--- src/rtl/ysyx_23060208_rd_arbiter.sv ---
// Two-master (IFU=m0, LSU=m1) round-robin read arbiter in front of the shared SRAM read port.
// One transaction in flight; grant is chosen in IDLE and held until the R handshake completes.
module ysyx_23060208_rd_arbiter #(
   parameter int ADDR_WIDTH = 32,
   parameter int DATA_WIDTH = 32
) (
   input  logic                  clk,
   input  logic                  rst,
   input  logic [ADDR_WIDTH-1:0] m0_araddr,
   input  logic                  m0_arvalid,
   output logic                  m0_arready,
   output logic [DATA_WIDTH-1:0] m0_rdata,
   output logic [1:0]            m0_rresp,
   output logic                  m0_rvalid,
   input  logic                  m0_rready,
   input  logic [ADDR_WIDTH-1:0] m1_araddr,
   input  logic                  m1_arvalid,
   output logic                  m1_arready,
   output logic [DATA_WIDTH-1:0] m1_rdata,
   output logic [1:0]            m1_rresp,
   output logic                  m1_rvalid,
   input  logic                  m1_rready,
   output logic [ADDR_WIDTH-1:0] s_araddr,
   output logic                  s_arvalid,
   input  logic                  s_arready,
   input  logic [DATA_WIDTH-1:0] s_rdata,
   input  logic [1:0]            s_rresp,
   input  logic                  s_rvalid,
   output logic                  s_rready,
   output logic                  busy,
   output logic                  grant
);

   // Handshake rule on every channel: a transfer happens on a rising clk edge
   // where valid && ready; valid, once raised, holds with stable payload until then.
   typedef enum logic [1:0] {
      IDLE = 2'd0,
      ADDR = 2'd1,
      DATA = 2'd2
   } state_t;

   state_t                state, state_nxt;
   logic                  last_grant;
   logic                  grant_q;
   logic [ADDR_WIDTH-1:0] araddr_q;
   logic                  req;
   logic                  win;
   logic                  r_ready_sel;

   // Tie goes to the master that did not win last time.
   always_comb begin
      req = (m0_arvalid || m1_arvalid) && !rst;
      if (m0_arvalid && m1_arvalid) win = ~last_grant;
      else                          win = m1_arvalid;
   end

   always_ff @(posedge clk) begin
      if (rst) begin
         state      <= IDLE;
         last_grant <= 1'b1;
         araddr_q   <= '0;
         grant_q    <= 1'b0;
      end else begin
         state <= state_nxt;
         if (state == IDLE && req) begin
            araddr_q   <= win ? m1_araddr : m0_araddr;
            grant_q    <= win;
            last_grant <= win;
         end
      end
   end

   always_comb begin
      state_nxt   = state;
      m0_arready  = 1'b0;
      m1_arready  = 1'b0;
      m0_rvalid   = 1'b0;
      m1_rvalid   = 1'b0;
      m0_rdata    = '0;
      m1_rdata    = '0;
      m0_rresp    = 2'b00;
      m1_rresp    = 2'b00;
      s_arvalid   = 1'b0;
      s_araddr    = araddr_q;
      r_ready_sel = grant_q ? m1_rready : m0_rready;
      s_rready    = 1'b0;
      case (state)
         IDLE: begin
            if (req) begin
               m0_arready = ~win;
               m1_arready = win;
               state_nxt  = ADDR;
            end
         end
         ADDR: begin
            s_arvalid = 1'b1;
            if (s_arready) state_nxt = DATA;
         end
         DATA: begin
            s_rready = r_ready_sel;
            if (grant_q) begin
               m1_rvalid = s_rvalid;
               m1_rdata  = s_rdata;
               m1_rresp  = s_rresp;
            end else begin
               m0_rvalid = s_rvalid;
               m0_rdata  = s_rdata;
               m0_rresp  = s_rresp;
            end
            if (s_rvalid && r_ready_sel) state_nxt = IDLE;
         end
         default: state_nxt = IDLE;
      endcase
   end

   assign busy  = (state != IDLE);
   assign grant = grant_q;

endmodule

--- config.mk ---
export PLATFORM = sky130hd
export DESIGN_NAME = ysyx_23060208_rd_arbiter
export DESIGN_NICKNAME = d
export VERILOG_FILES = /design/src/rtl/ysyx_23060208_rd_arbiter.sv
export SDC_FILE = /design/constraint.sdc
export NUM_CORES = 1
export LEC_CHECK = 0
export ABC_AREA = 1
export CAP_MARGIN = 20
export CORE_AREA = 2 2 67 117
export CTS_BUF_LIST = sky130_fd_sc_hd__clkbuf_8
export DETAILED_ROUTE_END_ITERATION = 16
export DIE_AREA = 0 0 69 119
export PLACE_DENSITY = 0.87
export SYNTH_ARGS = -nofsm -noshare
export SYNTH_HDL_FRONTEND = slang
export SYNTH_SLANG_ARGS = --single-unit
--- constraint.sdc ---
create_clock -name clk -period 3.2 [get_ports clk]
set_clock_uncertainty 0.1 [all_clocks]
set_input_delay 0.32 -clock clk [delete_from_list [all_inputs] [get_ports clk]]
set_output_delay 0.32 -clock clk [all_outputs]
set_load 0.01 [all_outputs]
Word-level counts from Yosys, hierarchy flattened
Index checks and enable logic that the tools add are counted.
{"block": "word_totals", "out_inout_bits": 108, "register_bits": 36, "in_bits": 106, "word_cells": 45}
{"block": "classes", "mux": 25, "n_bitwise": 2, "n_eq_ne": 5, "reduce_logical": 9}
{"operator": "$mux W32", "n": 5}
{"operator": "$mux W2", "n": 7}
{"operator": "$mux W1", "n": 12}
{"operator": "$ne A2 B2 Y1 const B", "n": 3}
{"operator": "$pmux W2 S3", "n": 1}
{"operator": "$logic_and A1 B1 Y1", "n": 4}
{"operator": "$reduce_and A3 Y1", "n": 1}
{"operator": "$eq A2 B1 Y1 const B", "n": 1}
{"operator": "$eq A2 B2 Y1 const B", "n": 1}
{"operator": "$logic_not A2 Y1", "n": 1}
{"operator": "$not A1 Y1", "n": 2}
{"operator": "$reduce_bool A2 Y1", "n": 1}
{"operator": "$logic_not A1 Y1", "n": 1}
{"operator": "$logic_or A1 B1 Y1", "n": 1}

Longest topological paths before layout
Gate-level depths: netlist (run 1).
{"block": "logic_depth", "word_depth": 5, "mapped_depth": 7, "ltp_nobuf": 6}

Worst setup path after synthesis (run 1)
OpenSTA, ideal clock, no wires.
{"block": "synth_path", "path_kind": "reg2out", "startpoint": "reg state[1]", "endpoint": "out m0_rdata[0]", "path_slack_ns": 1.656, "stages_incl_launch_ff": 8, "t_arrival_ns": 1.124, "t_required_ns": 2.780, "path_cell_list": "dfxtp_1 > inv_1 > nor2_4 > inv_2 > or2_1 > buf_6 > buf_12 > nor2_4"}
{"block": "synth_via", "elab_chain_cells": 2}
{"element": "from (decl)", "line_no": "42", "rtl": "state_t state, state_nxt;"}
{"element": "from (signal assigned)", "line_no": "64", "rtl": "state <= state_nxt;"}
{"element": "$eq A2 B2 Y1", "line_no": "87", "rtl": "case (state)"}
{"element": "$mux W32", "line_no": "87"}
{"element": "to (decl)", "line_no": "12", "rtl": "output logic [DATA_WIDTH-1:0] m0_rdata,"}
Every way passes these cells.

Final worst setup path (run 1)
{"block": "layout_path", "startpoint": "reg state[1]", "endpoint": "out m0_rdata[23]"}
Same word-level chain as after synthesis.

==> results of run 1 <==
-- path summary, 6_finish.rpt --
| path | start | to | slack [ps] |
|---|---|---|---|
| worst min register to register | s_araddr[2]$_SDFFE_PP0P_ | s_araddr[2]$_SDFFE_PP0P_ | 360 |
| worst min-delay path | s_araddr[2]$_SDFFE_PP0P_ | s_araddr[2]$_SDFFE_PP0P_ | 360 |
| worst max register to register | state[0]$_SDFFE_PP0P_ | s_araddr[20]$_SDFFE_PP0P_ | 1610 |
| worst max-delay path | state[1]$_SDFFE_PP0P_ | m0_rdata[23] | 620 |
-- cell type report --
type	instances	area, sq um	share of cell area
clock buffer	5	68.82	0.01450
clock inverter	2	8.758	0.001846
inverter	44	165.2	0.03480
multi-input combinational	288	1480	0.3119
sequential	36	720.7	0.1519
tap	88	110.1	0.02320
timing repair buffer	221	2192	0.4619
-- registers in the layout, summed over array words and instances (netlist names) --
| name | count |
|---|---|
| s_araddr | 32 |
| last_grant | 1 |
| state | 2 |
| grant | 1 |
-- synth_stat cells --
master / instances / share of area
nand2_1: 137 / 0.20
nor2_1: 44 / 0.064
inv_1: 42 / 0.061
dfxtp_1: 36 / 0.28
nand3_1: 33 / 0.064
nor2_4: 32 / 0.14
a21oi_1: 24 / 0.047
a21oi_2: 9 / 0.031
clkbuf_1: 7 / 0.010
buf_4: 6 / 0.017
buf_2: 5 / 0.0097
buf_6: 5 / 0.022
buf_12: 3 / 0.023
inv_2: 2 / 0.0029
nand2_2: 2 / 0.0048
o21ai_0: 2 / 0.0039
buf_1: 1 / 0.0015
nand2_4: 1 / 0.0044
nor2_2: 1 / 0.0024
nor2_8: 1 / 0.0078
o31ai_1: 1 / 0.0029
or2_1: 1 / 0.0024
-- critical path, delay by kind of cell, from the launching register on --
family                 cells  cell delay, ps
buffers and inverters      3             660
DFF                        1             320
and+or+nand+nor            3             870
-- cell families (layout without fill, tap and decap cells) --
group,after synthesis,count (layout),share of synthesized area
buf+inv,71,272,0.1479
flops,36,36,0.2793
compound gates,36,36,0.08390
simple gates,252,252,0.4888
-- layer usage --
metal,up-vias,GRT usage
li1,1588,-
met1,1367,0.2059
met2,186,0.3948
met3,17,0.1015
met4,0,0.08824
met5,-,0
-- metrics by stage --
| stage | utilization | instance area, sq um | worst slack [ps] | power (mW) | hold slack (ps) |
|---|---|---|---|---|---|
| 5_1_grt | 0.6451 | 4746 | 471.9 | 1.406 | 383.2 |
| 3_3_place_gp | 0.6345 | 4668 | 692.7 | 1.031 | 351.2 |
| 3_5_place_dp | 0.6345 | 4668 | 671.7 | 1.041 | 355.0 |
| 2_1_floorplan | - | 2580 | 1656 | 0.7782 | 320.2 |
| 4_1_cts | 0.6451 | 4746 | 577.2 | 1.348 | 365.2 |
| 6_report | 0.6451 | 4746 | 620.6 | 1.334 | 363.1 |
-- power groups by stage --
stage	clock network (mW)	logic, mW	registers [mW]
5_1_grt	0.329	0.569	0.507
2_1_floorplan	0	0.253	0.525
4_1_cts	0.316	0.529	0.504
3_5_place_dp	0	0.527	0.514
3_3_place_gp	0	0.519	0.513
6_report	0.306	0.524	0.504
==> impl_results.md, run 1 <==
* Status: completed
* # diodes at 0
* Logic pwr share at 0.393
* Resized cells post-CTS at 0
* Share of layout cells above drive strength 1 at 0.1057
* # nets final at 702
* Crit Path Class: reg2out
* Setup repair bufs after CTS at 0
* Mapped Cells at 395
* Die height at 119 um
* Pint at 0.9044 mW
* Sequential element share of the synthesized area at 0.2793
* HP Class: reg2reg
* CP Data Required Time at 2780 ps
* Vias per cell at 4.617
* Final Slew Violations at 0
* Final Critical Period at 2579 ps
* Yosys reg bits at 36
* Worst path slowest cell: or2_4
* Most frequent cells in the layout: clkdlybuf4s50_1, nand2_1, nor2_1, inv_1, dfxtp_1
* Number of library cell types mapped by synthesis at 22
* Wire length per cell at 13.36 um
* Worst VDD drop at 0.2707 mV
* Total CTS buffers at 5
* Hold Violations, Final at 0
* Fill cell count at 662
* Final GP Congestion at 0.8338
* Port Buf Inserts at 213
* Mapped Nets at 501
* Starting Density at 0.3507
* Overall routing resource usage at 0.2170
* NetSw at 0.4300 mW
* Net Sw Frac at 0.3223
* Pin count of the biggest net entering global routing at 36
* Horiz. Die Dim at 69 um
* Post-Place Cells at 677
* FP Rows at 42
* Crit start category: register
* Setup violations, final at 0
* Period utilization at 0.8061
* Leakage dissipation at 1.996 nW
* H-tree depth at 2
* Sum of negative setup slack at 0 ps
* Clock sink count at 36
* Mapped cell area at 2580 sq um
* Via count at 3158
* IO Count at 214
* Die area at 8211 sq um
* Fmax achieved at 387.7 MHz
* Seq pwr share at 0.377
* Drt pass-1 iters at 4
* Data arrival time of the critical path at 2160 ps
* Worst reg-to-reg path cell count at 6
* Mapped Avg Cell Area at 6.532 sq um
* Clock Latency Late Sink at 290 ps
* CP Cell Sequence: inv_1 -> nor2_4 -> inv_2 -> or2_4 -> nor2_1 -> clkdlybuf4s50_1
* Hold path depth at 2
* RSZ-0062 raised after global routing: false
* Clock network fraction of design power at 0.230
* Wl on met1 at 3047 um
* Uppermost layer routed: met4
* TritonCTS clock tree: yes
* Total length of routed met3 wires at 1126 um
* Synth-to-Final Area Change at 83.95%
* CP peak stage delay at 740 ps
* WL met2 at 4695 um
* Vias in the first global route at 3013
* Global-route wire length before repair at 14380 um
* Max Cap Viol at 0
* Non-Filler Instances at 684
* Placeable Area at 7357 sq um
* Antenna-violating nets left at 0
* Max Fanout on Critical Path at 35
* Initial DRC count at 65
* Slew @ Worst Pin at 947.9 ps
* P per Cell Area at 281.2 nW/um^2
* Final WL at 9139 um
* Max transition margin at 0.3681
* Post-DP HPWL at 7587 um
* Clock Tree Buf Depth at 2
* Root Driver: clkbuf_8
* # DRC at 0
* Yosys warns at 0
* Post-CTS Hold Buffers at 0
* GRT Residual Overflow at 0
* Worst-path clk slew at 70 ps
* Most common cell after layout, fill and taps aside: clkdlybuf4s50_1
* Initial antenna violation count at 1
* Crit end category: primary output
Note: power is estimated with default switching activity, not from simulation.
==> inputs of run 2 (changes only) <==
- CORE_AREA: 2 2 67 117 -> 2 2 69 121
- DIE_AREA: 0 0 69 119 -> 0 0 71 123
- PLACE_DENSITY: 0.87 -> 0.82
- clock period: 3.2 -> 2.4 ns (I/O delays scaled with it)
==> run 2 against run 1 <==
Net effect:
- via count grew 0.22%
- sequential power grew 33%
- clock power grew 71%
- final cell count grew 0.58%
==> impl_results.md, run 2 (synthesized netlist as in run 1, its figures left out) <==
* Max Cap Viol at 0 (unchanged)
* P per Cell Area at 394.6 nW/um^2 (was 281.2 nW/um^2)
* Global-route wire length before repair at 14150 um (was 14380 um)
* Crit end category: primary output (unchanged)
* Antenna-violating nets left at 0 (unchanged)
* Most common cell after layout, fill and taps aside: clkdlybuf4s50_1 (unchanged)
* Sum of negative setup slack at 0 ps (unchanged)
* CP top delay family: buffers and inverters (was simple AND/OR/NAND/NOR gates)
* Pin count of the biggest net entering global routing at 36 (unchanged)
* Util after Layout at 0.6170 (was 0.6451)
* Vias in the first global route at 2923 (was 3013)
* Clock Tree Buf Depth at 2 (unchanged)
* Worst-path clk slew at 70 ps (about the same)
* Clock network fraction of design power at 0.275 (was 0.230)
* Worst setup margin at 87.70 ps (was 620.6 ps)
* Pre-CTS setup slack at 67.21 ps (was 671.7 ps)
* NetSw at 0.5795 mW (was 0.4300 mW)
* Uppermost layer routed: met4 (unchanged)
* Final GP Congestion at 0.7599 (was 0.8338)
* Net Sw Frac at 0.3051 (was 0.3223)
* Final Cell Area at 4813 sq um (was 4746 sq um)
* Initial DRC count at 78 (was 65)
* Root Driver: clkbuf_8 (unchanged)
* WL met2 at 4891 um (was 4695 um)
* Crit Path Class: in2out (was reg2out)
* Most frequent cells in the layout: clkdlybuf4s50_1, nand2_1, nor2_1, inv_1, dfxtp_1 (unchanged)
* Horiz. Die Dim at 71 um (was 69 um)
* HP Class: in2reg (was reg2reg)
* Drt pass-1 iters at 4 (unchanged)
* Die area at 8733 sq um (was 8211 sq um)
* Worst VDD drop at 0.3835 mV (was 0.2707 mV)
* Seq pwr share at 0.353 (was 0.377)
* Leakage dissipation at 2.081 nW (was 1.996 nW)
* Period utilization at 0.9635
* CP Cell Sequence: clkdlybuf4s50_1 -> nor2_4 -> nor2_1 -> nand2_4 -> nor2_1 -> clkdlybuf4s50_1 (was inv_1 -> nor2_4 -> inv_2 -> or2_4 -> nor2_1 -> clkdlybuf4s50_1)
* FP Rows at 43 (was 42)
* Placement Cell Area at 4698 sq um (was 4668 sq um)
* Slew @ Worst Pin at 432.8 ps (was 947.9 ps)
* Total length of routed met3 wires at 1165 um (was 1126 um)
* Share of layout cells above drive strength 1 at 0.1104 (was 0.1057)
* # diodes at 0 (unchanged)
* Clock sink count at 36 (unchanged)
* Max Fanout on Critical Path at 3 (was 35)
* Crit path buffers/inverters at 2 (was 3)
* Total power at 1.899 mW (was 1.334 mW)
* Starting Density at 0.3307 (was 0.3507)
* IO Count at 214 (unchanged)
* Setup violations, final at 0 (unchanged)
* Status: completed (unchanged)
* CP Data Required Time at 2060 ps (was 2780 ps)
* Initial antenna violation count at 0 (was 1)
* Data arrival time of the critical path at 1970 ps (was 2160 ps)
* Vias per cell at 4.600 (was 4.617)
* Overall routing resource usage at 0.2048 (was 0.2170)
* Die height at 123 um (was 119 um)
* Placeable Area at 7801 sq um (was 7357 sq um)
* Hold Violations, Final at 0 (unchanged)
* Fmax achieved at 432.5 MHz
* Largest register FFs at 32 (unchanged)
* Via count at 3165 (was 3158)
* TritonCTS clock tree: yes (unchanged)
* Final WL at 9186 um (was 9139 um)
* CP peak stage delay at 600 ps (was 740 ps)
* RSZ-0062 raised after global routing: false (unchanged)
* Post-DP HPWL at 7620 um (was 7587 um)
* Port Buf Inserts at 213 (unchanged)
* Crit start category: primary input (was register)
* Max transition margin at 0.7115 (was 0.3681)
* Final Critical Period at 2312 ps
* Wire length per cell at 13.35 um (was 13.36 um)
* Synth-to-Final Area Change at 86.57% (was 83.95%)
* Post-CTS Hold Buffers at 0 (unchanged)
* H-tree depth at 2 (unchanged)
* Final Slew Violations at 0 (unchanged)
* # nets final at 703 (was 702)
* Pint at 1.320 mW (was 0.9044 mW)
* # DRC at 0 (unchanged)
* Clock Latency Late Sink at 290 ps (about the same)
* Logic pwr share at 0.372 (was 0.393)
* Wl on met1 at 2957 um (was 3047 um)
* Worst path slowest cell: clkdlybuf4s50_1 (was or2_4)
* Total CTS buffers at 5 (unchanged)
* GRT Residual Overflow at 0 (unchanged)
-- run 2: changes by cell type in the layout (fill, tap and decap cells not counted), sizes merged --
cell | previous run | this run
buf | 8 | 10
bufinv | 0 | 1
clkdlybuf4s50 | 213 | 209
dlymetal6s2s | 0 | 3
-- run 2: per-layer routing --
metal  global-route usage  vias to the layer above
met2               0.3890                      164
met1               0.1914                     1398
met3              0.09454                       11
met5                    0                        -
li1                     -                     1592
met4              0.06250                        0
-- run 2: path summary, 6_finish.rpt --
check                                              start                   endpoint  slack, ps  cells after the start
worst min register to register  s_araddr[7]$_SDFFE_PP0P_   s_araddr[7]$_SDFFE_PP0P_        370                      2
worst min-delay path                                 rst    last_grant$_SDFFE_PP1P_        130                      3
worst max-delay path                          m1_arvalid                 m0_arready         90                      6
worst max register to register     state[0]$_SDFFE_PP0P_  s_araddr[28]$_SDFFE_PP0P_        810                      6
-- run 2: power groups by stage --
stage	Sequential [mW]	Combinational, mW	Clock (mW)
final	0.671	0.706	0.523
after global routing	0.676	0.766	0.564
after CTS	0.671	0.716	0.543
after detailed placement	0.684	0.713	0
after global placement	0.682	0.701	0
after floorplan	0.700	0.337	0
-- run 2: timing repair --
action                     4_1_cts  5_1_grt
setup endpoints to repair        0        3
buffers inserted                 0        0
resized for setup                0        3
-- run 2: cell type report --
type                       count  area (sq um)
fill                         717          2988
timing repair buffer         222          2227
tap                           90         112.6
inverter                      44         165.2
sequential                    36         720.7
multi-input combinational    288          1480
clock buffer                   5         68.82
clock inverter                 3         38.79
-- run 2: per-stage QoR --
stage	cells	hold WS [ps]
floorplan	395	240.2
CTS	688	132.2
global placement	680	351.8
detailed placement	680	354.1
finish	688	134.6
global route	688	133.0
-- run 2: worst min-delay path, delay by kind of cell --
kind	cells	cell delay [ps]
buffers and inverters	2	190
and+or+nand+nor	1	70
